<file path="src/rtl/button_conditioner.sv">
// Button conditioner: multi-channel synchronizer + tick-sampled debouncer
// with press, release and optional long-press pulse outputs.
// One sample counter is shared by all channels. Everything else is per channel.
module button_conditioner #(
  parameter int WIDTH          = 1,
  parameter int SAMPLE_CNT_MAX = 25000,
  parameter int PULSE_CNT_MAX  = 150,
  parameter int LONG_CNT_MAX   = 0,
  parameter bit ACTIVE_LOW     = 1'b0
) (
  input  logic             clk,
  input  logic             rst,
  input  logic [WIDTH-1:0] glitchy_signal,
  output logic [WIDTH-1:0] debounced_signal,
  output logic [WIDTH-1:0] press_pulse,
  output logic [WIDTH-1:0] release_pulse,
  output logic [WIDTH-1:0] long_press_pulse
);

  localparam int SC_W = (SAMPLE_CNT_MAX > 2) ? $clog2(SAMPLE_CNT_MAX) : 1;
  localparam int PC_W = (PULSE_CNT_MAX > 1) ? $clog2(PULSE_CNT_MAX + 1) : 1;
  localparam int LC_W = (LONG_CNT_MAX > 1) ? $clog2(LONG_CNT_MAX + 1) : 1;

  localparam logic [SC_W-1:0]  SAMPLE_LAST = SC_W'(SAMPLE_CNT_MAX - 1);
  localparam logic [PC_W-1:0]  PULSE_TOP   = PC_W'(PULSE_CNT_MAX);
  localparam logic [LC_W-1:0]  LONG_TOP    = LC_W'(LONG_CNT_MAX);
  // The synchronizer resets to the released level of the button so that an
  // active-low input does not look pressed while the flops refill.
  localparam logic [WIDTH-1:0] SYNC_IDLE   = {WIDTH{ACTIVE_LOW}};

  // Parameter legality, reported during elaboration.
  if (WIDTH < 1) begin : g_bad_width
    $error("button_conditioner: WIDTH must be >= 1 (got %0d)", WIDTH);
  end
  if (SAMPLE_CNT_MAX < 2) begin : g_bad_sample
    $error("button_conditioner: SAMPLE_CNT_MAX must be >= 2 (got %0d)", SAMPLE_CNT_MAX);
  end
  if (PULSE_CNT_MAX < 1) begin : g_bad_pulse
    $error("button_conditioner: PULSE_CNT_MAX must be >= 1 (got %0d)", PULSE_CNT_MAX);
  end
  if (LONG_CNT_MAX < 0) begin : g_bad_long
    $error("button_conditioner: LONG_CNT_MAX must be >= 0 (got %0d)", LONG_CNT_MAX);
  end

  // Saturating increment of the debounce counter.
  function automatic logic [PC_W-1:0] sat_inc(input logic [PC_W-1:0] v);
    return (v == PULSE_TOP) ? v : v + PC_W'(1);
  endfunction

  // Saturating increment of the long-press hold counter.
  function automatic logic [LC_W-1:0] hold_inc(input logic [LC_W-1:0] v);
    return (v == LONG_TOP) ? v : v + LC_W'(1);
  endfunction

  logic [WIDTH-1:0] sync_p0;
  logic [WIDTH-1:0] sync_p1;
  logic [WIDTH-1:0] s;
  logic [SC_W-1:0]  sample_cnt;
  logic             tick;

  // Two-flop synchronizer for every raw input bit.
  always_ff @(posedge clk) begin
    if (rst) begin
      sync_p0 <= SYNC_IDLE;
      sync_p1 <= SYNC_IDLE;
    end else begin
      sync_p0 <= glitchy_signal;
      sync_p1 <= sync_p0;
    end
  end

  // Polarity fix-up after synchronization: s is always active-high.
  assign s = sync_p1 ^ SYNC_IDLE;

  // Shared sample counter. Tick marks the last count of each period.
  always_ff @(posedge clk) begin
    if (rst) begin
      sample_cnt <= '0;
    end else if (tick) begin
      sample_cnt <= '0;
    end else begin
      sample_cnt <= sample_cnt + SC_W'(1);
    end
  end

  assign tick = (sample_cnt == SAMPLE_LAST);

  for (genvar i = 0; i < WIDTH; i++) begin : g_ch
    logic [PC_W-1:0] sat_cnt;
    logic            level_next;
    logic            level_q;
    logic            press_q;
    logic            release_q;

    // Count consecutive high samples. A single low sample restarts the count.
    always_ff @(posedge clk) begin
      if (rst) begin
        sat_cnt <= '0;
      end else if (tick) begin
        sat_cnt <= s[i] ? sat_inc(sat_cnt) : '0;
      end
    end

    assign level_next = (sat_cnt == PULSE_TOP);

    // Register the debounced level and derive edge pulses from it.
    // A reset simply clears the level, so it never produces a release pulse.
    always_ff @(posedge clk) begin
      if (rst) begin
        level_q   <= 1'b0;
        press_q   <= 1'b0;
        release_q <= 1'b0;
      end else begin
        level_q   <= level_next;
        press_q   <= level_next & ~level_q;
        release_q <= ~level_next & level_q;
      end
    end

    assign debounced_signal[i] = level_q;
    assign press_pulse[i]      = press_q;
    assign release_pulse[i]    = release_q;

    if (LONG_CNT_MAX > 0) begin : g_long
      logic [LC_W-1:0] hold_cnt;
      logic            long_q;

      // Count ticks while held. The pulse fires on the edge that reaches the
      // top value; the counter then saturates, so it fires once per press.
      always_ff @(posedge clk) begin
        if (rst) begin
          hold_cnt <= '0;
          long_q   <= 1'b0;
        end else begin
          long_q <= 1'b0;
          if (!level_q) begin
            hold_cnt <= '0;
          end else if (tick) begin
            hold_cnt <= hold_inc(hold_cnt);
            long_q   <= (hold_cnt == LONG_TOP - LC_W'(1));
          end
        end
      end

      assign long_press_pulse[i] = long_q;
    end else begin : g_no_long
      assign long_press_pulse[i] = 1'b0;
    end
  end

endmodule

</file>
<file path="config.mk">
export PLATFORM = sky130hd
export DESIGN_NAME = button_conditioner
export DESIGN_NICKNAME = d
export VERILOG_FILES = /design/src/rtl/button_conditioner.sv
export SDC_FILE = /design/constraint.sdc
export NUM_CORES = 1
export LEC_CHECK = 0
export CAP_MARGIN = 15
export CORE_MARGIN = 1.5
export CORE_UTILIZATION = 35
export DETAILED_ROUTE_END_ITERATION = 6
export SLEW_MARGIN = 20
export SYNTH_ARGS = -nofsm -noshare
export SYNTH_HDL_FRONTEND = slang
export SYNTH_SLANG_ARGS = --single-unit
</file>
<file path="constraint.sdc">
create_clock -name clk -period 2.37 [get_ports clk]
set_input_delay 0.237 -clock clk [delete_from_list [all_inputs] [get_ports clk]]
set_output_delay 0.237 -clock clk [all_outputs]
set_load 0.05 [all_outputs]
</file>
==> metrics.txt, run 1 <==
routed vias 1002; minimum clock period 2.26 ns; Post-Synthesis Cells 141; Final Skew 0.00425 ns; reg2reg setup slack 0.11 ns; Hold Crit Class reg -> reg; GRT Total Usage between 10% and 20%; # DRC 0; Die Y approximately 63 um; clock latency on the worst-skew pair 0.32 ns; crit share post-route between 90% and 100%; grt ovf 0; type of origin of the critical path flop; WP data required roughly 2.6 ns; 1st-iter DRT viols 38; post-synth top area share between 40% and 50%; clk root buf clkbuf_4; syn_area_per_cell 8.98 um2; Max-cap violations 0; cts bufs inserted 3; Register-to-Register Path Depth 4; Synth Flop Type dfxtp_1; slowest stage delay, CP around 0.59 ns; setup TNS 0 ns; Synth cell types 39; critical path cell sequence or4b_4, or4_4, or4_1, a21oi_1; outcome finished, final reports clean; reg2reg end g_ch[0].sat_cnt[3]; final WL 2.31 mm; RSZ-0062 raised after global routing no; final hold vios 0; vias in the first global route 928; Hold Startpoint sync_p0; antenna cell count 0; Slew Limit Fails 0; area grow syn2layout 10.9%; Hold Path End s; layout cells sized above 1 5.44%; Max IR drop VDD 231 uV; postcts setup bufs 0; WL/cell around 12 um; CP Class reg -> reg; Worst EP arrival about 2.5 ns; router iterations before antenna repair 4; pre-CTS WS 0.129 ns; share of flip-flops with an asynchronous set or reset 0%; clock share of power about a quarter; pwr/cell area 502 nW/um2; setup violators final 0; top post-synthesis cells by area dfxtp_1 44%, nor2_1 4.7%, nand3_1 4.3%; RR Startpoint sample_cnt[3]; die width 63.1 um; Ys Warns 0; Starting Density between 30% and 40%; Pint between 0.5 and 0.6 mW; NetSw ~0.15 mW; Slowest-stage cell, CP or4_4; largest net degree at the start of global routing 18; GP Congestion approximately 0.83; Sequential Power Share between 60% and 70%; Fillers roughly 360; Worst setup EP type flop; CTS sink count 28; Leakage 0.451 nW; I/O pins 7; worst-path maximum fanout 7; Worst Max-Slew Pin Slew 0.558 ns; nets 155; TritonCTS clock tree built; hpwl dp between 1.5 and 2 mm; DIE AREA between 3000 and 4000 um2; number of synthesized flops with an enable pin 0; htree depth 1; Finished Cell Area 1400 um2; placed cell area 1380 um2; mapped cell area approximately 1300 um2; core area 3420 um2; Final WS setup between 0.1 and 0.15 ns; sw frac a little over a fifth; sequential area share after synthesis 44.3%; Net Count, Synth 147; first-pass GRT wire length between 4 and 5 mm; hold_buf cts 0; Rows 21; clock tree buffer depth 2; Slew Limit Headroom 62.7%; combinational power share 4.9%; clock transition at the registers of the reported paths between 0.1 and 0.15 ns; initial antenna violation count 0; post_cts resized 0; Port Buffer Count 5; Yosys reg bits 28; f_max about 0.44 GHz; hold path depth 1; Via density 5.19; post-synth top area cell dfxtp_1; Antenna Violating Nets Remaining 0
## metrics by stage
step           std cells  utilization [%]  hold WS [ns]  power (mW)
2_1_floorplan        141                -         0.309       0.514
3_3_place_gp         190             40.4         0.416       0.527
4_1_cts              193             41.1         0.451       0.718
6_report             193             41.1         0.457       0.704
5_1_grt              193             41.1         0.453       0.740
3_5_place_dp         190             40.4         0.428       0.527
## final cells by class
cell class,instances,area [um2],share of cell area [%]
repair buffers,7,77.6,5.53
well taps,46,57.6,4.10
flip-flops and latches,28,561,39.9
clock buffers,3,22.5,1.60
inverters,2,7.51,0.535
multi-input cells,107,678,48.3
## metal layers
metal	vias to the layer above	global-route usage, %	wire length [um]
met5	-	0	0
li1	520	-	-
met2	11	21.8	1110
met1	469	15.2	1130
met3	2	3.75	59
met4	0	2.50	13
## cell usage after synthesis (2+ instances only)
| library cell | count |
|---|---|
| ha_1 | 3 |
| inv_1 | 2 |
| dfxtp_1 | 28 |
| or4_1 | 7 |
| nand2b_1 | 3 |
| or3_1 | 2 |
| nor2_1 | 16 |
| a21oi_1 | 9 |
| nand3_1 | 11 |
| nand2_1 | 5 |
| and2_1 | 3 |
| clkbuf_1 | 2 |
| and4_1 | 2 |
| o21ai_0 | 7 |
| nor3_1 | 3 |
| o31ai_1 | 2 |
| nor2b_1 | 2 |
| xnor2_1 | 6 |
| nor3b_1 | 2 |
| xor2_1 | 5 |
| nand4_1 | 3 |
## cells in the final DEF, fill, tap and decap left out, drive strengths merged
cell	count
conb	1
o21a	1
nor3b	2
a21boi	1
nor2b	2
buf	2
nor4	1
and4b	1
and2	3
or4	8
or3	2
nor2	16
o21ai	8
and4	2
a21oi	9
clkdlybuf4s50	5
o31ai	2
a211oi	1
dfxtp	28
ha	3
xor2	5
clkbuf	3
or4b	2
nand3b	1
nand4b	1
nand2b	3
and3	2
nand4bb	1
nor3	3
xnor2	6
inv	2
nor4bb	1
nand2	5
nand4	3
nand3	11
## worst max-delay path, delay by kind of cell, from the launching register on
family	cells	cell delay, ns
and+or+nand+nor	3	1.66
AOI/OAI and AO/OA	1	0.15
DFF	1	0.38
## power groups by stage
stage | Combinational [mW] | Sequential, mW | Clock [mW]
floorplan | 0.0222 | 0.492 | 0
global route | 0.0389 | 0.484 | 0.218
CTS | 0.0347 | 0.482 | 0.200
detailed placement | 0.0346 | 0.493 | 0
global placement | 0.0342 | 0.493 | 0
finish | 0.0343 | 0.482 | 0.188
## cell families (layout without fill, tap and decap cells)
logic type                 Yosys count  after routing  share of synthesized area, %
xor gates and xnor gates            11             11                          7.61
AOI/OAI and AO/OA                   22             22                          9.68
DFF                                 28             28                          44.3
buffers and inverters                6             12                          2.17
other                                1              1                         0.296
and+or+nand+nor                     70             70                          33.0
adders and majority gates            3              3                          2.96
## registers in the layout, summed over array words and instances, names as in the netlist
register / cells
sync_p0: 1
sample_cnt: 15
g_ch.sat_cnt: 8
debounced_signal: 1
s: 1
release_pulse: 1
press_pulse: 1
## worst max path at each step
stage / startpoint / endpoint / cells past startpoint
6_report: sample_cnt[3] / g_ch[0].sat_cnt[3] / 4
4_1_cts: sample_cnt[3] / g_ch[0].sat_cnt[3] / 4
5_1_grt: sample_cnt[3] / g_ch[0].sat_cnt[3] / 4
3_3_place_gp: sample_cnt[9] / g_ch[0].sat_cnt[3] / 4
2_1_floorplan: sample_cnt[3] / g_ch[0].sat_cnt[3] / 4
3_5_place_dp: sample_cnt[9] / g_ch[0].sat_cnt[3] / 4
Power figures use the tool's default switching activity.
==> inputs of run 2 (changes only) <==
--- a/config.mk
+++ b/config.mk
@@ -7,9 +7,10 @@
 export LEC_CHECK = 0
 export CAP_MARGIN = 15
 export CORE_MARGIN = 1.5
-export CORE_UTILIZATION = 35
+export CORE_UTILIZATION = 55
+export CTS_CLUSTER_DIAMETER = 200
 export DETAILED_ROUTE_END_ITERATION = 6
-export SLEW_MARGIN = 20
+export PLACE_DENSITY = 0.74
 export SYNTH_ARGS = -nofsm -noshare
 export SYNTH_HDL_FRONTEND = slang
 export SYNTH_SLANG_ARGS = --single-unit
==> run 2 against run 1 <==
Against the previous run:
- sequential power is essentially flat
- largest cell class unchanged
- setup slack is essentially flat
- highest routed layer unchanged
- register-to-register slack is essentially flat
- via count grew 5.6%
- critical path depth is the same
- total power grew 6.0%
- sequential share of layout area grew 0.61 points
- die area shrank 35%
==> metrics.txt, run 2 (synthesis gave the netlist of run 1 again) <==
Leakage 0.453 nW (was 0.451 nW); WP data required 2.63 ns (was 2.62 ns); area grow syn2layout 9.19% (was 10.9%); f_max 0.442 GHz (about the same); leading cell type in the layout, fill and taps excluded dfxtp_1 (unchanged); Antenna Violating Nets Remaining 0 (unchanged); final WL 2.39 mm (was 2.31 mm); clock tree buffer depth 2 (unchanged); reg2reg setup slack 0.11 ns (about the same); Multi-input gate area 678 um2 (unchanged); Port Buffer Count 5 (unchanged); Fillers 182 (was 358); grt ovf 0 (unchanged); final hold vios 0 (unchanged); nets 155 (unchanged); htree depth 1 (unchanged); setup violators final 0 (unchanged); FF/Latch Area 561 um2 (unchanged); I/O pins 7 (unchanged); highest metal used met4 (unchanged); hold path depth 2 (was 1); antenna cell count 0 (unchanged); outcome finished, final reports clean (unchanged); GP Congestion 0.837 (was 0.834); CP Class reg -> reg (unchanged); clk root buf clkbuf_4 (unchanged); core area 2190 um2 (was 3420 um2); number of flip-flops in the largest register 15 (unchanged); Hold Path End sync_p0 (was s); clock latency on the worst-skew pair 0.33 ns (was 0.32 ns); Worst EP arrival 2.52 ns (was 2.51 ns); hold slack final 0.451 ns (was 0.457 ns); vias in the first global route 914 (was 928); worst-path maximum fanout 7 (unchanged); reg2reg end g_ch[0].sat_cnt[3] (unchanged); type of origin of the critical path flop (unchanged); Max-cap violations 0 (unchanged); 1st-iter DRT viols 49 (was 38); RSZ-0062 raised after global routing no (unchanged); Max IR drop VDD 310 uV (was 231 uV); layout cells sized above 1 6.08% (was 5.44%); Hold Crit Class in -> reg (was reg -> reg); Final Skew 0.00340 ns (was 0.00425 ns); pwr/cell area 540 nW/um2 (was 502 nW/um2); largest net degree at the start of global routing 18 (unchanged); Via density 6.01 (was 5.19); routed vias 1058 (was 1002); post_cts resized 0 (unchanged); crit share post-route 95.4% (about the same); Worst setup EP type flop (unchanged); wire length on met3 82 um (was 59 um); RR Startpoint sample_cnt[3] (unchanged); router iterations before antenna repair 4 (unchanged); hold_buf cts 0 (unchanged); GRT Total Usage 20.1% (was 12.5%); WL/cell 13.6 um (was 12.0 um); Slew Limit Fails 0 (unchanged); leading registers by flop count sample_cnt (15), g_ch.sat_cnt (8) (unchanged); Register-to-Register Path Depth 4 (unchanged); CTS sink count 28 (unchanged); Final WS setup 0.110 ns (about the same); largest reg by FF count sample_cnt (unchanged); Hold Startpoint glitchy_signal (was sync_p0); die width 51.0 um (was 63.1 um); pre-CTS WS 0.166 ns (was 0.129 ns); hpwl dp 1.68 mm (was 1.66 mm); initial antenna violation count 0 (unchanged); # DRC 0 (unchanged); setup TNS 0 ns (unchanged); Rows 17 (was 21); postcts setup bufs 0 (unchanged); first-pass GRT wire length 4.00 mm (was 4.07 mm); Worst Max-Slew Pin Slew 0.541 ns (was 0.558 ns); Die Y 51.0 um (was 63.1 um); TritonCTS clock tree built (unchanged); clock transition at the registers of the reported paths 0.14 ns (about the same); metal2 WL 1.06 mm (was 1.11 mm); cts bufs inserted 3 (unchanged); minimum clock period 2.26 ns (about the same); Slew Limit Headroom 63.8% (was 62.7%); DIE AREA 2600 um2 (was 3990 um2); WL met1 1.21 mm (was 1.13 mm); Starting Density 57.8% (was 37.1%); leading cell types in the layout, fill and taps excluded 28 x dfxtp_1, 16 x nor2_1, 11 x nand3_1, 9 x a21oi_1 (unchanged)
==> run 2: cell count changes in the layout (fill, tap and decap cells not counted) <==
cell      delta
buf_4        +1
clkbuf_8     +1
buf_12       -1
==> run 2: per-stage QoR <==
stage	instance area [um2]	power [mW]	utilization [%]	cells
final	1380	0.747	63.1	176
after global routing	1380	0.769	63.1	176
after CTS	1380	0.752	63.1	176
after detailed placement	1350	0.525	61.5	172
after global placement	1350	0.523	61.5	172
after floorplan	1270	0.514	-	141
==> run 2: power by group <==
part | switching [mW] | total [mW] | internal (mW)
registers | 0.00549 | 0.482 | 0.477
logic | 0.0190 | 0.0321 | 0.0131
clock network | 0.138 | 0.232 | 0.0941
==> run 2: layer usage <==
| layer | global-route usage [%] | vias up |
|---|---|---|
| li1 | - | 524 |
| met1 | 28.0 | 507 |
| met2 | 31.4 | 23 |
| met3 | 2.63 | 4 |
| met4 | 8.56 | 0 |
| met5 | 0 | - |
==> run 2: how the worst max path moves through the flow <==
| stage | slack, ns | cells after the start | end | startpoint |
|---|---|---|---|---|
| final | 0.11 | 4 | g_ch[0].sat_cnt[3] | sample_cnt[3] |
| after global routing | 0.009 | 4 | g_ch[0].sat_cnt[3] | sample_cnt[9] |
| after CTS | 0.13 | 4 | g_ch[0].sat_cnt[3] | sample_cnt[3] |
| after detailed placement | 0.17 | 4 | g_ch[0].sat_cnt[3] | sample_cnt[3] |
| after global placement | 0.20 | 4 | g_ch[0].sat_cnt[3] | sample_cnt[3] |
| after floorplan | 0.25 | 4 | g_ch[0].sat_cnt[3] | sample_cnt[3] |
==> run 2: area by class of cell <==
class,count,area share (%)
Clock buffer,4,2.62
Inverter,2,0.543
Multi-Input combinational cell,107,49.0
Sequential cell,28,40.5
Tap cell,28,2.53
Timing Repair Buffer,7,4.71
==> run 2: critical path, cell delays in order (launching register included) <==
cell     delay, ns
dfxtp_1       0.38
or4b_4        0.55
or4_4         0.59
or4_1         0.52
a21oi_1       0.15
==> inputs of run 3 (changes only) <==
--- a/config.mk
+++ b/config.mk
@@ -10,6 +10,7 @@
 export CORE_UTILIZATION = 55
 export CTS_CLUSTER_DIAMETER = 200
 export DETAILED_ROUTE_END_ITERATION = 6
+export GPL_TIMING_DRIVEN = 0
 export PLACE_DENSITY = 0.74
 export SYNTH_ARGS = -nofsm -noshare
 export SYNTH_HDL_FRONTEND = slang
==> run 3 against run 2 <==
Against the previous run:
- clock power is 3% lower
- combinational power is 6.9% lower
- fmax is 0.38% lower
- global-route usage up 1.8 points
- critical endpoint unchanged
- largest cell class unchanged
- largest power group unchanged
==> metrics.txt, run 3 (synthesis gave the netlist of run 1 again) <==
outcome finished, final reports clean (unchanged); Antenna Violating Nets Remaining 0 (unchanged); leading registers by flop count sample_cnt (15), g_ch.sat_cnt (8) (unchanged); initial antenna violation count 0 (unchanged); final WL 2.33 mm (was 2.39 mm); final hold vios 0 (unchanged); postcts setup bufs 0 (unchanged); clock transition at the registers of the reported paths 0.14 ns (about the same); leading cell type in the layout, fill and taps excluded dfxtp_1 (unchanged); post_cts resized 0 (unchanged); DIE AREA 2600 um2 (unchanged); WL/cell 13.2 um (was 13.6 um); area grow syn2layout 9.39% (was 9.19%); TritonCTS clock tree built (unchanged); first-pass GRT wire length 4.35 mm (was 4.00 mm); CTS sink count 28 (unchanged); setup violators final 0 (unchanged); htree depth 1 (unchanged); router iterations before antenna repair 4 (unchanged); die width 51.0 um (unchanged); GP Congestion 0.868 (was 0.837); type of origin of the critical path flop (unchanged); Via density 5.85 (was 6.01); nets 156 (was 155); RSZ-0062 raised after global routing no (unchanged); # DRC 0 (unchanged); clk root buf clkbuf_4 (unchanged); I/O pins 7 (unchanged); GRT Total Usage 22.0% (was 20.1%); layout cells sized above 1 6.04% (was 6.08%); Die Y 51.0 um (unchanged); final cell count without fillers 177 (was 176); pre-CTS WS 0.0196 ns (was 0.166 ns); cts bufs inserted 3 (unchanged); clock latency on the worst-skew pair 0.32 ns (was 0.33 ns); minimum clock period 2.27 ns (was 2.26 ns); worst-path maximum fanout 7 (unchanged); antenna cell count 0 (unchanged); leading cell types in the layout, fill and taps excluded 28 x dfxtp_1, 16 x nor2_1, 11 x nand3_1, 9 x a21oi_1 (unchanged); Rows 17 (unchanged); setup TNS 0 ns (unchanged); pwr/cell area 532 nW/um2 (was 540 nW/um2); routed vias 1035 (was 1058); largest reg by FF count sample_cnt (unchanged); largest net degree at the start of global routing 16 (was 18); Slew Limit Fails 0 (unchanged); WP data required 2.63 ns (about the same); Hold Crit Class reg -> reg (was in -> reg); clock tree buffer depth 2 (unchanged); Starting Density 57.8% (unchanged); core area 2190 um2 (unchanged); 1st-iter DRT viols 23 (was 49); grt ovf 0 (unchanged); Worst EP arrival 2.53 ns (was 2.52 ns); Final Skew 0.00533 ns (was 0.00340 ns); Layout Utilization 63.2% (was 63.1%); hpwl dp 1.78 mm (was 1.68 mm); hold_buf cts 0 (unchanged); Port Buffer Count 5 (unchanged); Max IR drop VDD 468 uV (was 310 uV); crit share post-route 95.7% (was 95.4%); Max-cap violations 0 (unchanged); CP Class reg -> reg (unchanged); Inst Count DP 174 (was 172); Worst setup EP type flop (unchanged); number of flip-flops in the largest register 15 (unchanged); f_max 0.441 GHz (was 0.442 GHz); Final WS setup 0.102 ns (was 0.110 ns); vias in the first global route 981 (was 914); Leakage 0.451 nW (was 0.453 nW); total power 0.737 mW (was 0.747 mW)
## run 3: cell types whose count changed in the layout (fill, tap and decap cells not counted)
cell / delta
clkbuf_1: +2
nand2b_1: -1
nand2b_2: +1
buf_4: -1
## run 3: area by class of cell
| type | instances | area (um2) |
|---|---|---|
| Buffer | 3 | 15.0 |
| Inverter | 2 | 7.51 |
| Multi-Input combinational cell | 107 | 681 |
| Clock buffer | 4 | 36.3 |
| Fill cell | 200 | 806 |
| Tap cell | 28 | 35.0 |
| Timing Repair Buffer | 5 | 50.0 |
| Sequential cell | 28 | 561 |
## run 3: metal layers
metal | global-route usage (%) | up-vias | part of all wire (%)
met5 | 0 | - | 0
li1 | - | 530 | -
met4 | 7.66 | 0 | 0.51
met2 | 33.8 | 19 | 45
met1 | 29.9 | 484 | 50
met3 | 5.56 | 2 | 4.3
## run 3: worst max-delay path: stages, from the launching register on
cell     delay [ns]
dfxtp_1        0.38
or4b_4         0.56
or4_4          0.59
or4_1          0.52
a21oi_1        0.15
## run 3: where the power goes
group	internal (mW)	switching [mW]
Clock	0.0940	0.130
Sequential	0.477	0.00672
Combinational	0.0124	0.0175
## run 3: worst paths after layout
kind,start,to,slack (ns),depth (start not counted)
worst max-delay path,sample_cnt[3],g_ch[0].sat_cnt[3],0.10,4
worst min-delay path,debounced_signal,press_pulse,0.45,1
worst max register to register,sample_cnt[3],g_ch[0].sat_cnt[3],0.10,4
worst min register to register,debounced_signal,press_pulse,0.45,1
## run 3: metrics by stage
| stage | cell area [um2] | hold WS, ns |
|---|---|---|
| floorplan | 1270 | 0.309 |
| global placement | 1350 | 0.417 |
| detailed placement | 1350 | 0.425 |
| CTS | 1390 | 0.453 |
| global route | 1390 | 0.451 |
| finish | 1390 | 0.450 |
